## config.mk

```make
export PLATFORM = sky130hd
export DESIGN_NAME = varredura_display
export DESIGN_NICKNAME = d
export VERILOG_FILES = /design/src/rtl/varredura_display_pkg.sv /design/src/rtl/varredura_display_decod_bcd7.sv /design/src/rtl/varredura_display.sv
export SDC_FILE = /design/constraint.sdc
export NUM_CORES = 1
export LEC_CHECK = 0
export ABC_AREA = 1
export BUFFER_PORTS_ARGS = -buffer_cell sky130_fd_sc_hd__buf_2
export CAP_MARGIN = 20
export CORE_ASPECT_RATIO = 0.9
export CORE_MARGIN = 1.5
export CORE_UTILIZATION = 51
export CTS_BUF_LIST = sky130_fd_sc_hd__clkbuf_8
export DETAILED_ROUTE_END_ITERATION = 10
export HOLD_SLACK_MARGIN = 0.02
export PLACE_DENSITY = 0.71
export REMOVE_ABC_BUFFERS = 1
export SETUP_SLACK_MARGIN = 0.1
export SYNTH_ARGS = -nofsm -noshare
export SYNTH_HDL_FRONTEND = slang
export SYNTH_SLANG_ARGS = --single-unit
```

## constraint.sdc

```tcl
create_clock -name CLK -period 4 [get_ports CLK]
set_clock_uncertainty 0.15 [all_clocks]
set_input_delay 0.8 -clock CLK [delete_from_list [all_inputs] [get_ports CLK]]
set_output_delay 0.8 -clock CLK [all_outputs]
set_load 0.05 [all_outputs]
```

## src/rtl/varredura_display_pkg.sv

```systemverilog
// rtl/varredura_display_pkg.sv - shared constants and types for the 7-segment scan driver
package pkg_display;

   // Active-high segment patterns, bit 0 = a ... bit 6 = g
   localparam logic [6:0] SEG_0 = 7'h3F;
   localparam logic [6:0] SEG_1 = 7'h06;
   localparam logic [6:0] SEG_2 = 7'h5B;
   localparam logic [6:0] SEG_3 = 7'h4F;
   localparam logic [6:0] SEG_4 = 7'h66;
   localparam logic [6:0] SEG_5 = 7'h6D;
   localparam logic [6:0] SEG_6 = 7'h7D;
   localparam logic [6:0] SEG_7 = 7'h07;
   localparam logic [6:0] SEG_8 = 7'h7F;
   localparam logic [6:0] SEG_9 = 7'h6F;
   localparam logic [6:0] SEG_APAGADO = 7'h00;

   localparam logic [3:0] ANODO_APAGADO = 4'b1111;

   localparam int IDX_W = 2;
   typedef logic [IDX_W-1:0] idx_t;

   typedef struct packed {
      logic [15:0] dig;
      logic [3:0]  pt;
   } buf_t;

   localparam buf_t BUF_VAZIO = '{dig: 16'hFFFF, pt: 4'h0};

   function automatic logic [3:0] anodo_ativo(input idx_t idx);
      logic [3:0] a;
      a = ANODO_APAGADO;
      a[idx] = 1'b0;
      return a;
   endfunction

endpackage

```

## src/rtl/varredura_display_decod_bcd7.sv

```systemverilog
// rtl/varredura_display_decod_bcd7.sv - combinational BCD to active-high 7-segment decoder
module decod_bcd7
   import pkg_display::*;
(
   input  logic [3:0] bcd,
   output logic [6:0] seg
);

   always_comb begin
      seg = SEG_APAGADO;
      case (bcd)
         4'd0:    seg = SEG_0;
         4'd1:    seg = SEG_1;
         4'd2:    seg = SEG_2;
         4'd3:    seg = SEG_3;
         4'd4:    seg = SEG_4;
         4'd5:    seg = SEG_5;
         4'd6:    seg = SEG_6;
         4'd7:    seg = SEG_7;
         4'd8:    seg = SEG_8;
         4'd9:    seg = SEG_9;
         default: seg = SEG_APAGADO;
      endcase
   end

endmodule

```

## src/rtl/varredura_display.sv

```systemverilog
// rtl/varredura_display.sv - 4-digit multiplexed 7-segment scanner with double buffer and blanking
module varredura_display
   import pkg_display::*;
#(
   parameter int PRESCALE = 50000,
   parameter int BLANK    = 4
) (
   input  logic        CLK,
   input  logic        RST,
   input  logic        habilita,
   input  logic [15:0] digitos,
   input  logic [3:0]  pontos,
   input  logic        carregar,
   output logic        pendente,
   output logic [3:0]  anodo,
   output logic [6:0]  segmentos,
   output logic        ponto,
   output logic        fim_quadro
);

   localparam int CW = (PRESCALE > 1) ? $clog2(PRESCALE) : 1;

   logic [CW-1:0] count;
   idx_t          idx;
   buf_t          pend;
   buf_t          disp;
   buf_t          entrada;
   logic          tick;
   logic          fronteira;
   logic          em_branco;
   logic [3:0]    dig_atual;
   logic [6:0]    seg_ativo;

   assign entrada   = '{dig: digitos, pt: pontos};
   assign tick      = (count == CW'(PRESCALE - 1));
   assign fronteira = tick && (idx == idx_t'(3));
   assign dig_atual = disp.dig[{idx, 2'b00} +: 4];

   generate
      if (BLANK == 0) begin : g_sem_branco
         assign em_branco = 1'b0;
      end else begin : g_com_branco
         assign em_branco = (count < CW'(BLANK));
      end
   endgenerate

   decod_bcd7 u_decod (
      .bcd (dig_atual),
      .seg (seg_ativo)
   );

   always_ff @(posedge CLK) begin
      if (RST) begin
         count      <= '0;
         idx        <= '0;
         pendente   <= 1'b0;
         pend       <= BUF_VAZIO;
         disp       <= BUF_VAZIO;
         anodo      <= ANODO_APAGADO;
         segmentos  <= ~SEG_APAGADO;
         ponto      <= 1'b1;
         fim_quadro <= 1'b0;
      end else if (!habilita) begin
         count      <= '0;
         idx        <= '0;
         anodo      <= ANODO_APAGADO;
         segmentos  <= ~SEG_APAGADO;
         ponto      <= 1'b1;
         fim_quadro <= 1'b0;
         // Dark display: no frame to protect, so pending data moves over right away
         if (pendente)
            disp <= pend;
         if (carregar) begin
            pend     <= entrada;
            pendente <= 1'b1;
         end else begin
            pendente <= 1'b0;
         end
      end else begin
         count      <= tick ? '0 : count + CW'(1);
         if (tick)
            idx <= idx + idx_t'(1);
         fim_quadro <= fronteira;

         // Display buffer only changes at the frame boundary; a coincident load bypasses pending
         if (fronteira) begin
            if (carregar) begin
               disp <= entrada;
               pend <= entrada;
            end else if (pendente) begin
               disp <= pend;
            end
            pendente <= 1'b0;
         end else if (carregar) begin
            pend     <= entrada;
            pendente <= 1'b1;
         end

         if (em_branco) begin
            anodo     <= ANODO_APAGADO;
            segmentos <= ~SEG_APAGADO;
            ponto     <= 1'b1;
         end else begin
            anodo     <= anodo_ativo(idx);
            segmentos <= ~seg_ativo;
            ponto     <= ~disp.pt[idx];
         end
      end
   end

endmodule

```

==> results of run 1 <==
## worst max-delay path by stage
stage                          start                      end  cells after the start
2_1_floorplan  pendente$_SDFFE_PP0P_    disp[15]$_SDFFE_PP1P_                      5
3_3_place_gp                habilita  segmentos[2]$_SDFF_PP1_                      6
3_5_place_dp                habilita  segmentos[1]$_SDFF_PP1_                      6
4_1_cts        pendente$_SDFFE_PP0P_                 pendente                      2
5_1_grt        pendente$_SDFFE_PP0P_                 pendente                      2
6_report       pendente$_SDFFE_PP0P_                 pendente                      2
## power groups by stage
stage	Sequential [W]	Clock, W	Combinational, W
floorplan	0.000784	0	0.000111
global placement	0.000787	0	0.000157
detailed placement	0.000787	0	0.000160
CTS	0.000771	0.000718	0.000161
global route	0.000775	0.000741	0.000184
finish	0.000772	0.000702	0.000162
## layout make-up
| cell class | instances | area [um^2] | share of cell area (%) |
|---|---|---|---|
| timing repair buffer | 39 | 200 | 5.12 |
| clock buffer | 10 | 138 | 3.52 |
| multi-input combinational | 348 | 1750 | 44.8 |
| sequential | 72 | 1440 | 36.9 |
| clock inverter | 5 | 104 | 2.66 |
| inverter | 44 | 165 | 4.22 |
| tap | 90 | 113 | 2.88 |
## critical path, delay by kind of cell, from the launching register on
family	cells	cell delay, ns
flip-flops	1	0.71
buffers and inverters	2	0.54
## synth_stat cells, types with 5 or more instances
master / instances
dfxtp_1: 72
clkbuf_1: 12
ha_1: 10
nand2_1: 112
o211ai_1: 11
a21oi_1: 17
o22ai_1: 14
inv_1: 38
nand3_1: 67
o21ai_0: 29
nor2_1: 53
inv_2: 5
## kinds of logic (layout without fill, tap and decap cells)
| family | count (synthesis) | count (layout) |
|---|---|---|
| AO/OA/AOI/OAI | 79 | 79 |
| XOR/XNOR | 5 | 5 |
| adder cells (fa/ha/maj) | 10 | 10 |
| buffers and inverters | 66 | 98 |
| flip-flops | 72 | 72 |
| AND/OR/NAND/NOR | 254 | 254 |
## through the flow
stage               hold slack (ns)  power, W  utilization [%]  cells
floorplan                     0.268  0.000895                -    464
global placement              0.276  0.000944             55.7    593
detailed placement            0.294  0.000947             55.7    593
CTS                           0.307   0.00165             59.4    608
global route                  0.329   0.00170             59.4    608
finish                        0.305   0.00164             59.4    608
## routing by layer
layer / part of all wire [%] / routed length [um] / track usage (%) / up-vias
li1: - / - / - / 1649
met1: 47 / 3680 / 27.5 / 1398
met2: 45 / 3530 / 36.1 / 81
met3: 6.2 / 478 / 6.46 / 6
met4: 1.1 / 82 / 7.78 / 0
met5: 0 / 0 / 0 / -
## sequential cells by signal, summed over array words and instances, names as in the netlist
| register | flops |
|---|---|
| idx | 2 |
| pend | 20 |
| disp | 20 |
| pendente | 1 |
| count | 16 |
| fim_quadro | 1 |
| ponto | 1 |
| anodo | 4 |
| segmentos | 7 |
==> out/metrics.yaml, run 1 <==
drtPass1Iterations: 5
min-delay-path-class: "reg -> reg"
cts_setup_buffers: 0
synthSimpleGateAreaFrac_pct: 32.3
fp.dieArea_um2: 7320
synthAdderAreaFrac_pct: 3.60
synthXorXnorAreaFrac_pct: 1.26
final_cell_area_um2: 3910
ios: 38
ys_types: 35
synth_compound_gate_area_share_pct: 13.2
yosysTopAreaCell: "dfxtp_1"
end_kind: "primary output"
tightest_slew_ns: 0.952
antennaDiodeCount: 0
swShare_pct: 24.4
arrival_ns: 1.61
grt.overflow.total: 0
drtIter0Drc: 206
slowest_delay_ns: 0.71
power_frac_comb_pct: 9.9
yosysTopAreaCellShare_pct: 41.5
routed_wl_um: 7770
fin_tns_setup_ns: 0
hold_depth: 1
synthMuxAreaShare_pct: 0
pre_cts_ws_ns: 1.49
pwr-share-seq_pct: 47.2
status: "complete, no violations"
dp_hpwl_um: 5180
die_x_um: 90.0
worst-path-max-fanout: 17
switching_power_w: 0.000398
drive_above_1_share_pct: 14.3
leakage_nw: 1.71
ys_seq_elements: 72
vias: 3134
area_growth_pct: 12.5
grt_pass1_wl_um: 12700
antenna_found_initial: 0
reg2reg_depth: 5
cp_cell_sequence: "buf_4 > buf_2"
rows: 28
cts_root_buf: "clkbuf_8"
n_fill_cell: 653
cts_hold_buffers: 0
startpoint_type: "register"
path_clk_slew_ns: 0.07
synth_edf_count: 0
synthTopCellsByArea: "dfxtp_1 (41%), nand2_1 (12%), nand3_1 (9.6%), nor2_1 (5.7%), o21ai_0 (4.2%)"
syn_inst: 486
max-cap-violations: 0
timing_hold_violations_final: 0
place_congestion: 0.881
drt-vias-per-instance: 5.15
hold_start: "count[0]$_SDFF_PP0_"
post-route-period-util_pct: 64.0
dpl-instance-area_um2: 3670
wire_per_inst_um: 12.8
cts_sinks: 72
cts_resized: 0
hold_end: "count[0]$_SDFF_PP0_"
cts_htree_levels: 3
power_density_nw_per_um2: 418
rr_endpoint: "disp[15]$_SDFFE_PP1P_"
r2r-start: "pendente$_SDFFE_PP0P_"
initial_core_util_pct: 52.8
coreArea_um2: 6590
cts_max_path_buffers: 2
layout_commonest_cell: "nand2_1"
port_buffers: 37
grt_pass1_vias: 2747
most-common-layout-cells: "nand2_1 (112), dfxtp_1 (72), nand3_1 (67)"
crit_slowest_cell: "dfxtp_1"
clk-insertion-delay-late_ns: 0.35
rsz0062_at_grt: "false"
cts_tree: "yes"
finalCriticalPeriod_ns: 2.56
nets: 548
worst_slack_ns: 1.44
r2r_slack_ns: 1.82
grt_max_degree: 32
die_y_um: 81.3
drc: 0
ant_nets: 0
yosys_warnings: 0
worstPathRequired_ns: 3.05
path_class: "reg -> out"
ys_seq_area_share_pct: 41.5
pwr-share-clk_pct: 42.9
cts_buffers: 9
slew_viol_final: 0
grtUsageTotal_pct: 21.9
syn_avg_cell_area_um2: 7.15
vdd_ir_drop_max_mv: 0.258
max_clock_freq_mhz: 391
synthArstFlopShare_pct: 0
syn_area_um2: 3480
setup_viol: 0
dominantRegCellSynth: "dfxtp_1"
p_int_w: 0.00124
max_slew_margin_pct: 36.4
synth_top_family_by_area: "simple AND/OR/NAND/NOR gates"
(Power assumes the default switching activity.)
==> inputs of run 2 (changes only) <==
==> constraint.sdc (replaced) <==
create_clock -name CLK -period 2.5 [get_ports CLK]
set_clock_uncertainty 0.15 [all_clocks]
set_input_delay 0.5 -clock CLK [delete_from_list [all_inputs] [get_ports CLK]]
set_output_delay 0.5 -clock CLK [all_outputs]
set_load 0.05 [all_outputs]
==> out/metrics.yaml, run 2 (synthesis gave the netlist of run 1 again) <==
status: "complete, no violations"
timing_hold_violations_final: 0
placed_cells: 596
routed_wl_um: 7510
area_growth_pct: 11.8
drtIter0Drc: 205
cts_sinks: 72
cts_setup_buffers: 0
cp.buffers_inverters: 2
vdd_ir_drop_max_mv: 0.338
drive_above_1_share_pct: 14.8
cp_top_family: "buffers and inverters"
layout_commonest_cell: "nand2_1"
wire_per_inst_um: 12.3
die_x_um: 90.0
post-route-period-util_pct: 76.4
slew_viol_final: 0
ant_nets: 0
port_buffers: 37
end_kind: "primary output"
grt_max_degree: 41
drtPass1Iterations: 5
tightest_slew_ns: 0.544
finalNonFillerCells: 611
worstPathRequired_ns: 1.85
clk-insertion-delay-late_ns: 0.35
max_slew_margin_pct: 63.5
power_density_nw_per_um2: 620
setup_viol: 0
rows: 28
arrival_ns: 1.26
cts_hold_buffers: 0
cts_max_path_buffers: 2
nets: 551
antenna_found_initial: 0
path_clk_slew_ns: 0.07
drc: 0
dp_hpwl_um: 5120
ios: 38
rsz0062_at_grt: "false"
worst-path-max-fanout: 24
top_regs: "disp x20, pend x20, count x16"
drt-vias-per-instance: 5.18
cts_htree_levels: 3
grt.overflow.total: 0
crit_slowest_cell: "dfxtp_1"
die_y_um: 81.3
antennaDiodeCount: 0
fp.dieArea_um2: 7320
coreArea_um2: 6590
min-delay-path-class: "in -> reg"
initial_core_util_pct: 52.8
place_congestion: 0.874
cts_buffers: 9
leakage_nw: 1.71
grt_pass1_wl_um: 12600
slowest_delay_ns: 0.33
max_clock_freq_mhz: 523
cts_tree: "yes"
grt_pass1_vias: 2734
cp_cell_sequence: "buf_4 > buf_2"
vias: 3163
finalCriticalPeriod_ns: 1.91
path_class: "reg -> out"
cts_root_buf: "clkbuf_8"
cts_resized: 0
grtUsageTotal_pct: 21.2
startpoint_type: "register"
max-cap-violations: 0
most-common-layout-cells: "nand2_1 (112), dfxtp_1 (72), nand3_1 (67)"
fin_tns_setup_ns: 0
[run 2: changes by cell type in the layout (fill, tap and decap cells not counted), sizes merged]
| cell | delta |
|---|---|
| clkinv | +1 |
| bufinv | -2 |
| clkinvlp | +1 |
| buf | +3 |
[run 2: report_power, final]
part | internal, W | total (W) | switching (W) | leakage (nW)
sequential | 0.00120 | 0.00123 | 0.0000313 | 0.592
clock | 0.000482 | 0.000917 | 0.000434 | 0.0985
combinational | 0.0000984 | 0.000266 | 0.000168 | 1.02
total | 0.00178 | 0.00241 | 0.000633 | 1.71
[run 2: path summary, 6_finish.rpt]
| kind | from | endpoint | slack [ns] | cells after the start |
|---|---|---|---|---|
| setup / recovery | pendente$_SDFFE_PP0P_ | pendente | 0.59 | 2 |
| hold reg to reg | count[0]$_SDFF_PP0_ | count[0]$_SDFF_PP0_ | 0.31 | 1 |
| setup reg to reg | idx[1]$_SDFFE_PP0N_ | segmentos[4]$_SDFF_PP1_ | 0.64 | 8 |
| hold / removal | RST | fim_quadro$_SDFF_PP0_ | 0.23 | 2 |
[run 2: cell type report]
cell class | count | area, um^2
Inverter | 44 | 165
Fill cell | 650 | 2700
Sequential cell | 72 | 1440
Multi-Input combinational cell | 348 | 1750
Clock buffer | 10 | 138
Clock inverter | 5 | 56.3
Timing Repair Buffer | 42 | 223
Tap cell | 90 | 113
[run 2: per-stage QoR]
step	power, W	worst slack (ns)	utilization [%]	cell area (um^2)	hold WS (ns)
6_report	0.00241	0.589	59.0	3890	0.227
5_1_grt	0.00251	0.457	59.0	3890	0.229
4_1_cts	0.00243	0.585	59.0	3890	0.220
3_5_place_dp	0.00152	0.505	56.1	3690	0.294
3_3_place_gp	0.00151	0.549	56.1	3690	0.276
2_1_floorplan	0.00143	0.237	-	3360	0.268
[run 2: per-layer routing]
metal | GRT usage (%) | vias up | wire [um]
met5 | 0 | - | 0
met4 | 6.19 | 0 | 107
met3 | 5.99 | 11 | 457
met2 | 34.5 | 99 | 3330
met1 | 27.7 | 1398 | 3610
li1 | - | 1655 | -
==> inputs of run 3 (changes only) <==
==> constraint.sdc (replaced) <==
create_clock -name CLK -period 2 [get_ports CLK]
set_clock_uncertainty 0.15 [all_clocks]
set_input_delay 0.4 -clock CLK [delete_from_list [all_inputs] [get_ports CLK]]
set_output_delay 0.4 -clock CLK [all_outputs]
set_load 0.05 [all_outputs]
==> out/metrics.yaml, run 3 (synthesis gave the netlist of run 1 again) <==
nets: 555
cts_setup_buffers: 0
cts_resized: 0
cts_buffers: 9
grt.overflow.total: 0
power_density_nw_per_um2: 756
min-delay-path-class: "in -> reg"
vias: 3156
max_slew_margin_pct: 63.9
antennaDiodeCount: 0
wire_per_inst_um: 12.3
grt_max_degree: 41
finalPower_w: 0.00297
die_x_um: 90.0
switching_power_w: 0.000782
cts_tree: "yes"
setup_viol: 0
timing_hold_violations_final: 0
power_frac_comb_pct: 11.6
cp_top_family: "buffers and inverters"
routed_wl_um: 7590
cts_max_path_buffers: 2
dpl-instance-area_um2: 3730
post-route-period-util_pct: 90.7
drtIter0Drc: 206
tightest_slew_ns: 0.538
drtPass1Iterations: 4
worstPathRequired_ns: 1.45
ant_nets: 0
pwr-share-seq_pct: 51.7
pre_cts_ws_ns: 0.195
vdd_ir_drop_max_mv: 0.317
coreArea_um2: 6590
worst-path-max-fanout: 24
final_cell_area_um2: 3930
place_congestion: 0.831
slew_viol_final: 0
port_buffers: 37
swShare_pct: 26.3
rsz0062_at_grt: "false"
drive_above_1_share_pct: 15.4
hold_slack_ns: 0.117
cp.buffers_inverters: 2
max-cap-violations: 0
cp_cell_sequence: "buf_4 > buf_2"
grt_pass1_vias: 2731
end_kind: "primary output"
drt-vias-per-instance: 5.13
layout_commonest_cell: "nand2_1"
top_regs: "disp x20, pend x20, count x16"
initial_core_util_pct: 52.8
p_int_w: 0.00219
dp_hpwl_um: 5220
fp.dieArea_um2: 7320
leakage_nw: 1.73
fin_tns_setup_ns: 0
die_y_um: 81.3
slowest_delay_ns: 0.33
grtUsageTotal_pct: 21.5
status: "complete, no violations"
most-common-layout-cells: "nand2_1 (112), dfxtp_1 (71), nand3_1 (67)"
drc: 0
path_clk_slew_ns: 0.08
max_clock_freq_mhz: 551
antenna_found_initial: 0
cts_sinks: 72
path_class: "reg -> out"
rows: 28
grt_pass1_wl_um: 12700
worst_slack_ns: 0.187
cts_htree_levels: 3
crit_slowest_cell: "dfxtp_1"
cts_hold_buffers: 0
finalCriticalPeriod_ns: 1.81
clk-insertion-delay-late_ns: 0.34
startpoint_type: "register"
arrival_ns: 1.26
area_growth_pct: 13.1
pwr-share-clk_pct: 36.8
cts_root_buf: "clkbuf_8"
ios: 38
==> run 3: changes by cell type in the layout (fill, tap and decap cells not counted), sizes merged <==
cell and delta:
clkbuf -1, clkinvlp +1, buf +4
==> run 3: worst register-to-register path, cell delays in order (launching register included) <==
cell and delay, ns:
dfxtp_2 0.38, inv_1 0.24, nand3_1 0.11, nand2_1 0.17, inv_1 0.12, ha_1 0.20, inv_1 0.05, nand2_1 0.06
nand3_1 0.08, nand3_1 0.07
==> run 3: final cells by class <==
cell class                      count  area [um^2]
Multi-Input combinational cell    348         1760
Clock buffer                        9          124
Fill cell                         646         2660
Timing Repair Buffer               46          265
Tap cell                           90          113
Sequential cell                    72         1440
Inverter                           44          165
Clock inverter                      6         62.6
==> run 3: metal layers <==
layer / GRT usage, % / part of all wire [%] / vias to the layer above
met3: 5.43 / 4.8 / 6
met1: 28.1 / 49 / 1420
met4: 4.76 / 0.86 / 0
li1: - / - / 1663
met5: 0 / 0 / -
met2: 36.2 / 45 / 67
==> run 3: path summary, 6_finish.rpt <==
kind	slack, ns	depth (start not counted)	end	start
setup / recovery	0.19	2	pendente	pendente$_SDFFE_PP0P_
hold / removal	0.12	2	fim_quadro$_SDFF_PP0_	RST
setup reg to reg	0.27	9	segmentos[5]$_SDFF_PP1_	idx[1]$_SDFFE_PP0N_
hold reg to reg	0.30	1	count[0]$_SDFF_PP0_	count[0]$_SDFF_PP0_
==> run 3: power groups by stage <==
stage | Combinational [W] | Sequential (W) | Clock [W]
floorplan | 0.000223 | 0.00157 | 0
finish | 0.000344 | 0.00154 | 0.00109
detailed placement | 0.000340 | 0.00157 | 0
global route | 0.000396 | 0.00154 | 0.00117
CTS | 0.000342 | 0.00153 | 0.00112
global placement | 0.000334 | 0.00157 | 0
==> run 3: stage by stage <==
stage / util, % / instances
global placement: 56.7 / 600
detailed placement: 56.7 / 600
CTS: 59.5 / 615
global route: 59.7 / 615
finish: 59.7 / 615
floorplan: - / 464
